[src/rtl/lamp_pkg.sv]
`default_nettype none
// ============================================================================
// Module      : lamp_pkg
// Description : Shared types and constants for the multi-approach lamp
//               controller: phase encoding, lamp field codes and a helper
//               that sizes the phase timer.
// Revision    : 1.0 - initial release
// ============================================================================
package lamp_pkg;

    // Phase encoding as presented on the phase output.
    typedef enum logic [1:0] {
        PH_GREEN  = 2'd0,
        PH_YELLOW = 2'd1,
        PH_CLEAR  = 2'd2,
        PH_FLASH  = 2'd3
    } phase_t;

    // Per-approach lamp field, ordered {red, green, yellow}.
    localparam logic [2:0] LAMP_RED    = 3'b100;
    localparam logic [2:0] LAMP_GREEN  = 3'b010;
    localparam logic [2:0] LAMP_YELLOW = 3'b001;
    localparam logic [2:0] LAMP_OFF    = 3'b000;

    function automatic int f_max4(input int a, input int b, input int c, input int d);
        int m;
        m = a;
        if (b > m) m = b;
        if (c > m) m = c;
        if (d > m) m = d;
        return m;
    endfunction

    // Width able to hold max_len-1; never below one bit so that a design
    // with all durations equal to 1 still has a legal timer vector.
    function automatic int f_timer_width(input int max_len);
        int w;
        w = $clog2(max_len);
        if (w < 1) w = 1;
        return w;
    endfunction

endpackage
`default_nettype wire

[src/rtl/lamp_rr_pick.sv]
`default_nettype none
// ============================================================================
// Module      : lamp_rr_pick
// Description : Combinational round-robin selector for the next approach to
//               receive green. Searches req starting at active+1 (wrapping)
//               and returns the first requesting index; with no request set
//               it returns active+1 (wrapped).
// Ports       : req      [N_CH-1:0] in  - level service requests
//               active   [AW-1:0]   in  - approach that currently owns green
//               next_idx [AW-1:0]   out - approach chosen for the next green
// Revision    : 1.0 - initial release
// ============================================================================
module lamp_rr_pick
    import lamp_pkg::*;
#(
    parameter int N_CH = 4,
    parameter int AW   = $clog2(N_CH)
) (
    input  logic [N_CH-1:0] req,
    input  logic [AW-1:0]   active,
    output logic [AW-1:0]   next_idx
);

    always_comb begin : p_pick
        logic [AW-1:0] w_idx;
        logic          w_found;
        w_found  = 1'b0;
        w_idx    = '0;
        next_idx = AW'((int'(active) + 1) % N_CH);
        // Offset N_CH lands back on active itself, so a lone request from
        // the current owner is still honoured as the last candidate.
        for (int i = 1; i <= N_CH; i++) begin
            w_idx = AW'((int'(active) + i) % N_CH);
            if (!w_found && req[w_idx]) begin
                next_idx = w_idx;
                w_found  = 1'b1;
            end
        end
    end

endmodule
`default_nettype wire

[src/rtl/multi_lamp_ctrl.sv]
`default_nettype none
// ============================================================================
// Module      : multi_lamp_ctrl
// Description : Demand-driven multi-approach traffic-lamp controller. One
//               approach holds green at a time; a hand-over to a requesting
//               approach passes through YELLOW and an all-red CLEAR. Green is
//               extended in GREEN_CYC steps while no other approach requests.
//               Optional maintenance flash mode is compiled in when the macro
//               MULTI_LAMP_FLASH_EN is defined; otherwise flash is ignored.
// Ports       : clock            in  - rising-edge clock
//               reset_n          in  - asynchronous active-low reset
//               req   [N_CH-1:0] in  - level service request per approach
//               flash            in  - maintenance flash request
//               light [3N_CH-1:0] out - {red,green,yellow} field per approach
//               active[AW-1:0]   out - approach owning the green
//               phase [1:0]      out - GREEN=0 YELLOW=1 CLEAR=2 FLASH=3
// Revision    : 1.0 - initial release
// ============================================================================
module multi_lamp_ctrl
    import lamp_pkg::*;
#(
    parameter int N_CH       = 4,
    parameter int GREEN_CYC  = 8,
    parameter int YELLOW_CYC = 3,
    parameter int CLEAR_CYC  = 2,
    parameter int FLASH_HALF = 4
) (
    input  logic                    clock,
    input  logic                    reset_n,
    input  logic [N_CH-1:0]         req,
    input  logic                    flash,
    output logic [3*N_CH-1:0]       light,
    output logic [$clog2(N_CH)-1:0] active,
    output logic [1:0]              phase
);

    localparam int c_AW = $clog2(N_CH);
    localparam int c_TW = f_timer_width(f_max4(GREEN_CYC, YELLOW_CYC, CLEAR_CYC, FLASH_HALF));

    localparam logic [c_TW-1:0] c_GREEN_LOAD  = c_TW'(GREEN_CYC - 1);
    localparam logic [c_TW-1:0] c_YELLOW_LOAD = c_TW'(YELLOW_CYC - 1);
    localparam logic [c_TW-1:0] c_CLEAR_LOAD  = c_TW'(CLEAR_CYC - 1);

    localparam logic [3*N_CH-1:0] c_ALL_RED = {N_CH{LAMP_RED}};

    phase_t               r_phase;
    logic [c_TW-1:0]      r_timer;
    logic [c_AW-1:0]      r_active;
    logic [3*N_CH-1:0]    r_light;

    logic [c_AW-1:0]      w_next_active;
    logic [N_CH-1:0]      w_own;
    logic                 w_other_req;

`ifdef MULTI_LAMP_FLASH_EN
    localparam logic [c_TW-1:0]   c_FLASH_LOAD  = c_TW'(FLASH_HALF - 1);
    localparam logic [3*N_CH-1:0] c_ALL_YELLOW  = {N_CH{LAMP_YELLOW}};
    localparam logic [3*N_CH-1:0] c_ALL_OFF     = {N_CH{LAMP_OFF}};

    // Low while the yellow half of the blink is showing.
    logic                 r_blink;
`else
    logic                 w_unused_flash;
    assign w_unused_flash = flash;
`endif

    lamp_rr_pick #(
        .N_CH (N_CH),
        .AW   (c_AW)
    ) u_rr_pick (
        .req      (req),
        .active   (r_active),
        .next_idx (w_next_active)
    );

    // A hand-over is only worth doing if someone other than the owner asks.
    assign w_own       = {{(N_CH-1){1'b0}}, 1'b1} << r_active;
    assign w_other_req = |(req & ~w_own);

    // Lamp image for the steady phases; the owner shows the phase colour and
    // every other approach stays red.
    function automatic logic [3*N_CH-1:0] f_lamps(input phase_t ph, input logic [c_AW-1:0] act);
        logic [3*N_CH-1:0] v;
        v = c_ALL_RED;
        for (int c = 0; c < N_CH; c++) begin
            if (c_AW'(c) == act) begin
                if (ph == PH_GREEN)       v[3*c +: 3] = LAMP_GREEN;
                else if (ph == PH_YELLOW) v[3*c +: 3] = LAMP_YELLOW;
            end
        end
        return v;
    endfunction

    // Next lamp image is computed alongside the next phase so that lamps,
    // phase and active all move on the same edge.
    always_ff @(posedge clock or negedge reset_n) begin
        if (!reset_n) begin
            r_phase  <= PH_CLEAR;
            r_timer  <= c_CLEAR_LOAD;
            r_active <= c_AW'(N_CH - 1);
            r_light  <= c_ALL_RED;
`ifdef MULTI_LAMP_FLASH_EN
            r_blink  <= 1'b0;
`endif
        end
`ifdef MULTI_LAMP_FLASH_EN
        else if (flash) begin
            if (r_phase != PH_FLASH) begin
                r_phase <= PH_FLASH;
                r_timer <= c_FLASH_LOAD;
                r_blink <= 1'b0;
                r_light <= c_ALL_YELLOW;
            end else if (r_timer == '0) begin
                r_timer <= c_FLASH_LOAD;
                r_blink <= ~r_blink;
                r_light <= r_blink ? c_ALL_YELLOW : c_ALL_OFF;
            end else begin
                r_timer <= r_timer - 1'b1;
            end
        end
`endif
        else begin
            case (r_phase)
                PH_GREEN: begin
                    if (r_timer == '0) begin
                        if (w_other_req) begin
                            r_phase <= PH_YELLOW;
                            r_timer <= c_YELLOW_LOAD;
                            r_light <= f_lamps(PH_YELLOW, r_active);
                        end else begin
                            r_timer <= c_GREEN_LOAD;
                        end
                    end else begin
                        r_timer <= r_timer - 1'b1;
                    end
                end
                PH_YELLOW: begin
                    if (r_timer == '0) begin
                        r_phase <= PH_CLEAR;
                        r_timer <= c_CLEAR_LOAD;
                        r_light <= c_ALL_RED;
                    end else begin
                        r_timer <= r_timer - 1'b1;
                    end
                end
                PH_CLEAR: begin
                    if (r_timer == '0) begin
                        r_phase  <= PH_GREEN;
                        r_timer  <= c_GREEN_LOAD;
                        r_active <= w_next_active;
                        r_light  <= f_lamps(PH_GREEN, w_next_active);
                    end else begin
                        r_timer <= r_timer - 1'b1;
                    end
                end
                default: begin
                    // Leaving FLASH: full clearance, owner kept.
                    r_phase <= PH_CLEAR;
                    r_timer <= c_CLEAR_LOAD;
                    r_light <= c_ALL_RED;
                end
            endcase
        end
    end

    assign light  = r_light;
    assign active = r_active;
    assign phase  = r_phase;

endmodule
`default_nettype wire

[config.mk]
export PLATFORM = sky130hd
export DESIGN_NAME = multi_lamp_ctrl
export DESIGN_NICKNAME = d
export VERILOG_FILES = /design/src/rtl/lamp_pkg.sv /design/src/rtl/lamp_rr_pick.sv /design/src/rtl/multi_lamp_ctrl.sv
export SDC_FILE = /design/constraint.sdc
export NUM_CORES = 1
export LEC_CHECK = 0
export CORE_MARGIN = 3
export CORE_UTILIZATION = 45
export DETAILED_ROUTE_END_ITERATION = 12
export GPL_TIMING_DRIVEN = 0
export PLACE_DENSITY_LB_ADDON = 0.25
export SLEW_MARGIN = 20
export SYNTH_ARGS = -nofsm -noshare
export SYNTH_HDL_FRONTEND = slang
export SYNTH_SLANG_ARGS = --single-unit
[constraint.sdc]
create_clock -name clock -period 3.47 [get_ports clock]
set_input_delay 0.347 -clock clock [delete_from_list [all_inputs] [get_ports clock]]
set_output_delay 0.347 -clock clock [all_outputs]
set_load 0.01 [all_outputs]
==> results.md <==
- The setup slack of the worst register-to-register path is 0.78 ns.
- The cell sitting at the root of the clock tree is a clkbuf_4.
- For hold timing, the worst endpoint is active[0]$_DFFE_PN1P_.
- Sequential cells were found to cover 39.39% of the synthesized design area.
- In this run the horizontal extent of the chip is 58.33 um.
- In this run, the number of DRC markers left after iteration 0 of detailed routing was 42.
- The die is 58.33 um tall.
- STA classifies the critical path startpoint as a flop.
- Across the run, the number of max-cap violations was 0.
- The site row count is 18.
- The worst path uses 77.64% of the clock period.
- Entering global routing, the biggest net connects 20 pins.
- Leaving out fill and tap cells, the most frequent cells in the layout are clkdlybuf4s50_1, nand2_1, o21ai_0, dfrtp_1, dfstp_2.
- Summing the areas of all and, or, nand and nor instances in the mapped netlist gives 15.63% of the synthesized area.
- The post-synth net total is 142.
- Counting I/O delays and the setup requirement, the final critical path takes 2.694 ns.
- The clock network accounts for 8.1% of the total power.
- Input and output buffers added on the ports amount to 17.
- The final count of pins violating max slew was 0.
- The die covers 3402 sq um.
- The share of layout cells above drive strength 1 is 17.76%.
- The number of remaining DRC errors is 0.
- The kind of critical path is reg -> reg.
- The finished layout holds 182 standard cells, fillers aside.
- Setup repair after global routing left no endpoint under its margin.
- In the synthesized netlist, mux cells make up 5.381% of the area.
- The number of instances resized during post-cts repair is 0.
- On the final layout, the worst clock skew is 0.001912 ns.
- Once detail routing completed, the nets flagged for antenna violations numbered 0.
- In this run the number of H-tree levels came out at 1.
- The number of different library cells in the post-synthesis netlist is 43.
- The complex-gate fraction of the synthesized area is 27.61%.
- Headroom to the max-slew limit came out at 41.75%.
- The summed negative setup slack over all endpoints is 0 ns.
- The number of detailed-route iterations in the first pass is 4.
- The worst register-to-register path ends at light[1]$_DFFE_PN0P_.
- The required time of the critical path is 3.72 ns.
- The per-cell via count in the routed design is 5.901.
- In this run, flip-flops and latches consume 30.5% of the power.
- Per report_power, the combinational group accounts for 61.3% of the total.
- In the final routed layout, each cell accounts on average for 14.81 um.
- The share of total power consumed by net switching is 43.74%.
- Of the total synthesized cell area, the portion taken by XOR and XNOR cells is 0.7107%.
- The synthesized netlist occupies a cell area of 1232 sq um.
- The adder-cell share of the synthesized area is 4.061%.
- In the final design database the tool counted 164 nets.
- The run finished with clean final reports.
- The area growth from synthesis to layout is 19.09%.
- The tightest min-delay check is of the in -> reg type.
- The reg-to-reg startpoint is active[0]$_DFFE_PN1P_.
- The synthesized design contains 0 enable-type register cells.
- In this run the count of I/O pins placed on the die edge is 23.
- Counting the buffers created by CTS gives 3.
- The number of antenna repair diodes is 0.
- The number of instances in the placed design is 178.
- The largest fanout on the critical path is 10.
- STA classifies the critical path endpoint as a flop.
- The async set-or-reset flop fraction in the synthesized netlist is 100.0%.
- The number of hold buffers added after CTS was 0.
- The total routing resource utilization after global routing is 17.72%.
- The total number of vias is 1074.
- The final-report hold violation count was 0.
- The combinational family with the most area after synthesis is compound AO/OA/AOI/OAI gates.
- The critical hold path startpoint is req[2].
- For this design the ratio of total power to cell area is 948.0 nW/um^2.
- The synthesis-stage register bit count is 19.
- The slew at the pin closest to its max-slew limit is 0.8710 ns.
- Along the worst hold path, the cell count comes to 4.
- TritonCTS built the clock tree.
- The depth of the worst register-to-register path is 8.
- The internal power is 782.7 uW.
- The switching power of the nets is 608.6 uW.
- The post-detailed-placement half-perimeter wirelength is 1936 um.
- In the synthesized netlist, the number of instances is 131.
- IR analysis of the VDD net gives a maximum drop of 0.0005381 V.
- The post-synthesis area per instance is 9.408 sq um.
- The core area is 2545 sq um.
- Leaving out fill and tap cells, the most frequent cell in the layout is clkdlybuf4s50_1.
- The initial antenna violation count is 0.
- The clock-pin slew of the registers on the worst-case setup and hold paths is 0.11 ns.
- For this design, the sink count on the clock tree is 19.
- At the later pin of the worst-skew pair, clock insertion delay measures 0.30 ns.
- The final RePlAce weighted congestion is 0.8124.
- The number of global-route vias before repair is 1013.
- The first-pass GRT wire length is 4740 um.
- The total overflow reported by the global router is 0.
- Buffers added to address setup during post-CTS repair amount to 0.
- For this run, the number of Yosys warnings is 0.
- The critical path data arrival time is 2.94 ns.
- The minimum hold slack is 0.4758 ns.
- The total routed wirelength is 2695 um.
- For this design the static power due to leakage is 0.6251 nW.
- The final setup violation count is 0.
- Timing would allow up to 371.2 MHz.
- The flip-flop cell with the highest count after synthesis is dfrtp_1.
- The clock tree buffer depth is 2.
- The effective utilization at floorplan is 48.43%.
[routing by layer]
layer	vias to the layer above	routed length, um	global-route usage (%)
li1	515	-	-
met1	528	1266	24.40
met2	29	1264	28.39
met3	2	152	4.825
met4	0	11	2.980
met5	-	0	0
[power by group through the flow]
stage | clock network (mW) | registers, mW | logic (mW)
5_1_grt | 0.125 | 0.443 | 0.946
2_1_floorplan | 0 | 0.448 | 0.550
3_3_place_gp | 0 | 0.420 | 0.832
3_5_place_dp | 0 | 0.428 | 0.852
6_report | 0.113 | 0.425 | 0.853
4_1_cts | 0.117 | 0.426 | 0.860
[synthesized netlist by cell type, types with 3 or more instances]
cell type | count | area (sq um)
dfrtp_1 | 11 | 275.3
a32o_1 | 4 | 40.04
a21oi_1 | 7 | 35.03
inv_1 | 7 | 26.28
nand2b_1 | 4 | 25.02
a21o_1 | 3 | 22.52
dfstp_2 | 8 | 210.2
nor3_1 | 3 | 15.01
mux2i_1 | 4 | 40.04
clkbuf_1 | 4 | 15.01
a22o_1 | 3 | 26.28
ha_1 | 4 | 50.05
o31ai_1 | 3 | 22.52
nand2_1 | 16 | 60.06
nor2_1 | 7 | 26.28
o21ai_0 | 11 | 55.05
[layout make-up]
class                           count  area (sq um)
Clock buffer                        3         22.52
Tap cell                           30         37.54
Buffer                             10         62.56
Multi-Input combinational cell     95         658.1
Clock inverter                      1         5.005
Timing Repair Buffer               17         170.2
Inverter                            7         26.28
Fill cell                         244          1077
Sequential cell                    19         485.5
[worst max-delay path by stage]
stage	slack [ns]	from	cells past startpoint	to
floorplan	1.03	active[0]$_DFFE_PN1P_	8	light[8]$_DFFE_PN1P_
global placement	0.85	active[0]$_DFFE_PN1P_	8	light[4]$_DFFE_PN0P_
detailed placement	0.77	active[0]$_DFFE_PN1P_	8	light[1]$_DFFE_PN0P_
CTS	0.75	active[0]$_DFFE_PN1P_	8	light[1]$_DFFE_PN0P_
global route	0.55	active[0]$_DFFE_PN1P_	8	light[1]$_DFFE_PN0P_
finish	0.78	active[0]$_DFFE_PN1P_	8	light[1]$_DFFE_PN0P_
[critical path, cell delays in order (launching register included)]
cell and delay [ns]:
dfstp_2 0.62, clkbuf_1 0.36, inv_1 0.12, ha_1 0.39
nor2b_1 0.15, o21ai_0 0.20, o21ai_2 0.12, o31ai_4 0.45
a32o_1 0.23
[cells by family after synthesis]
family	Yosys count
adders and majority gates	4
DFF	19
AOI/OAI and AO/OA	46
and+or+nand+nor	38
buffers and inverters	17
xor gates and xnor gates	1
muxes	6
[registers in the layout (all words and copies together), names as in the netlist]
name     cells
r_timer      3
phase        2
active       2
light       12
[per-stage QoR]
stage	total power, mW	utilization [%]	area (sq um)	setup slack (ns)
finish	1.391	57.67	1468	0.7758
global route	1.514	57.67	1468	0.5545
CTS	1.404	57.67	1468	0.7455
detailed placement	1.280	56.59	1440	0.7732
global placement	1.252	56.59	1440	0.8484
floorplan	0.9983	-	1232	1.032
Power figures use the tool's default switching activity.
==> RTL edit (config.mk and constraints unchanged) <==
Put one more register stage on the output `phase`, without a reset. The value now appears one clock later. The other outputs are not delayed to match.
--- a/src/rtl/multi_lamp_ctrl.sv
+++ b/src/rtl/multi_lamp_ctrl.sv
@@ -165,7 +165,9 @@
 
     assign light  = r_light;
     assign active = r_active;
-    assign phase  = r_phase;
+    always_ff @(posedge clock) begin
+        phase <= r_phase;
+    end
 
 endmodule
 `default_nettype wire
Formal check against the unedited RTL: not equivalent (a bounded check fails within 4 cycles, from zero or initial values and one cycle with reset_n low).
==> RTL edit against the unedited design <==
Routed wire length increased by 22%. Cell area increased by 13%. Synthesized area increased by 12%. Count of clock-buffer cells in the layout increased by 1. Non-clock buffer count increased by 4. Sequential cell count increased by 2. Power increased by 17%. Largest power group unchanged. Setup slack got worse by 220 ps. Clock power increased by 9%.
==> RTL edit: results (changes against the unedited design) <==
set qor(status) {completed}
set qor(layout.cells.non_filler) 193 ;# +6.0%
set qor(r2r_setup_slack_ps) 560 ;# -220 ps
set qor(cpLargestDelayFamily) {flip-flops}
set qor(r2r.worst_path.cells) 9 ;# +1
set qor(p_comb_w) 0.00105 ;# +23%
set qor(gp_congestion) 0.848 ;# +4.4%
set qor(finalNetCount) 174 ;# +6.1%
set qor(fill_cells) 249 ;# +2.0%
set qor(netlist_instances) 137 ;# +4.6%
set qor(final-nonclk-buf-share_pct) 16.2 ;# +0.35 points
set qor(fin_worst_skew_ps) 4.56 ;# +2.65 ps
set qor(slew_headroom_pct) 43.5 ;# +1.7 points
set qor(share_clk_of_total_power_pct) 7.6 ;# -0.5 points
set qor(clk_buffers) 4 ;# +1
set qor(netlist_top_cells_area) {dfrtp_1, dfstp_2, mux4_2, mux2i_1, ha_1}
set qor(synth_commonest_cells) {dfrtp_1, nand2_1, dfstp_2}
set qor(drt_first_iter_violations) 76 ;# +81%
set qor(length_of_routed_wiring_on_met1_mm) 1.35 ;# +6.8%
set qor(io_buffer_count) 21 ;# +4
set qor(final.signal_inverter_count) 6 ;# -1
set qor(final_layout_size_suffix_gt1_share_pct) 17.9 ;# +0.14 points
set qor(dp_hpwl_mm) 2.50 ;# +29%
set qor(power.net_switching_w) 0.000719 ;# +18%
set qor(min_from) {r_phase[1]}
set qor(nMultiInputCombCells) 100 ;# +5.3%
set qor(track_usage_pct) 19.0 ;# +1.2 points
set qor(multi_input_area_share_pct) 46.9 ;# +2.0 points
set qor(global_route.usage.met2_pct) 30.9 ;# +2.6 points
set qor(grt_first_pass_wirelength_mm) 5.35 ;# +13%
set qor(yosys.area_share.adder_pct) 3.61 ;# -0.45 points
set qor(p_leak_nw) 0.680 ;# +8.8%
set qor(syn_nets) 148 ;# +4.2%
set qor(detailroute.wirelength.met3_um) 235 ;# +55%
-- RTL edit: changes by cell type in the layout (fill, tap and decap cells not counted), sizes merged, moves of 3 or more --
cell / before / now
and2: 0 / 3
nand2: 16 / 9
a32o: 4 / 1
o21ai: 13 / 9
mux4: 0 / 4
clkdlybuf4s50: 17 / 21
o211ai: 1 / 4
-- RTL edit: per-stage QoR --
stage | cell area, µm² | worst slack, ps | util, % | hold slack [ps]
after detailed placement | 1630 | 576 | 57.3 | 398
after global placement | 1630 | 590 | 57.3 | 397
final | 1660 | 557 | 58.2 | 413
after CTS | 1660 | 551 | 58.2 | 414
after global routing | 1660 | 417 | 58.2 | 421
after floorplan | 1390 | 838 | - | 51.4
-- RTL edit: worst min path at each step --
stage | endpoint | cells past startpoint | slack, ps
finish | phase[1] | 0 | 410
global route | phase[1] | 0 | 420
detailed placement | phase[1] | 0 | 400
CTS | phase[1] | 0 | 410
floorplan | light[0] | 0 | 50
global placement | phase[1] | 0 | 400
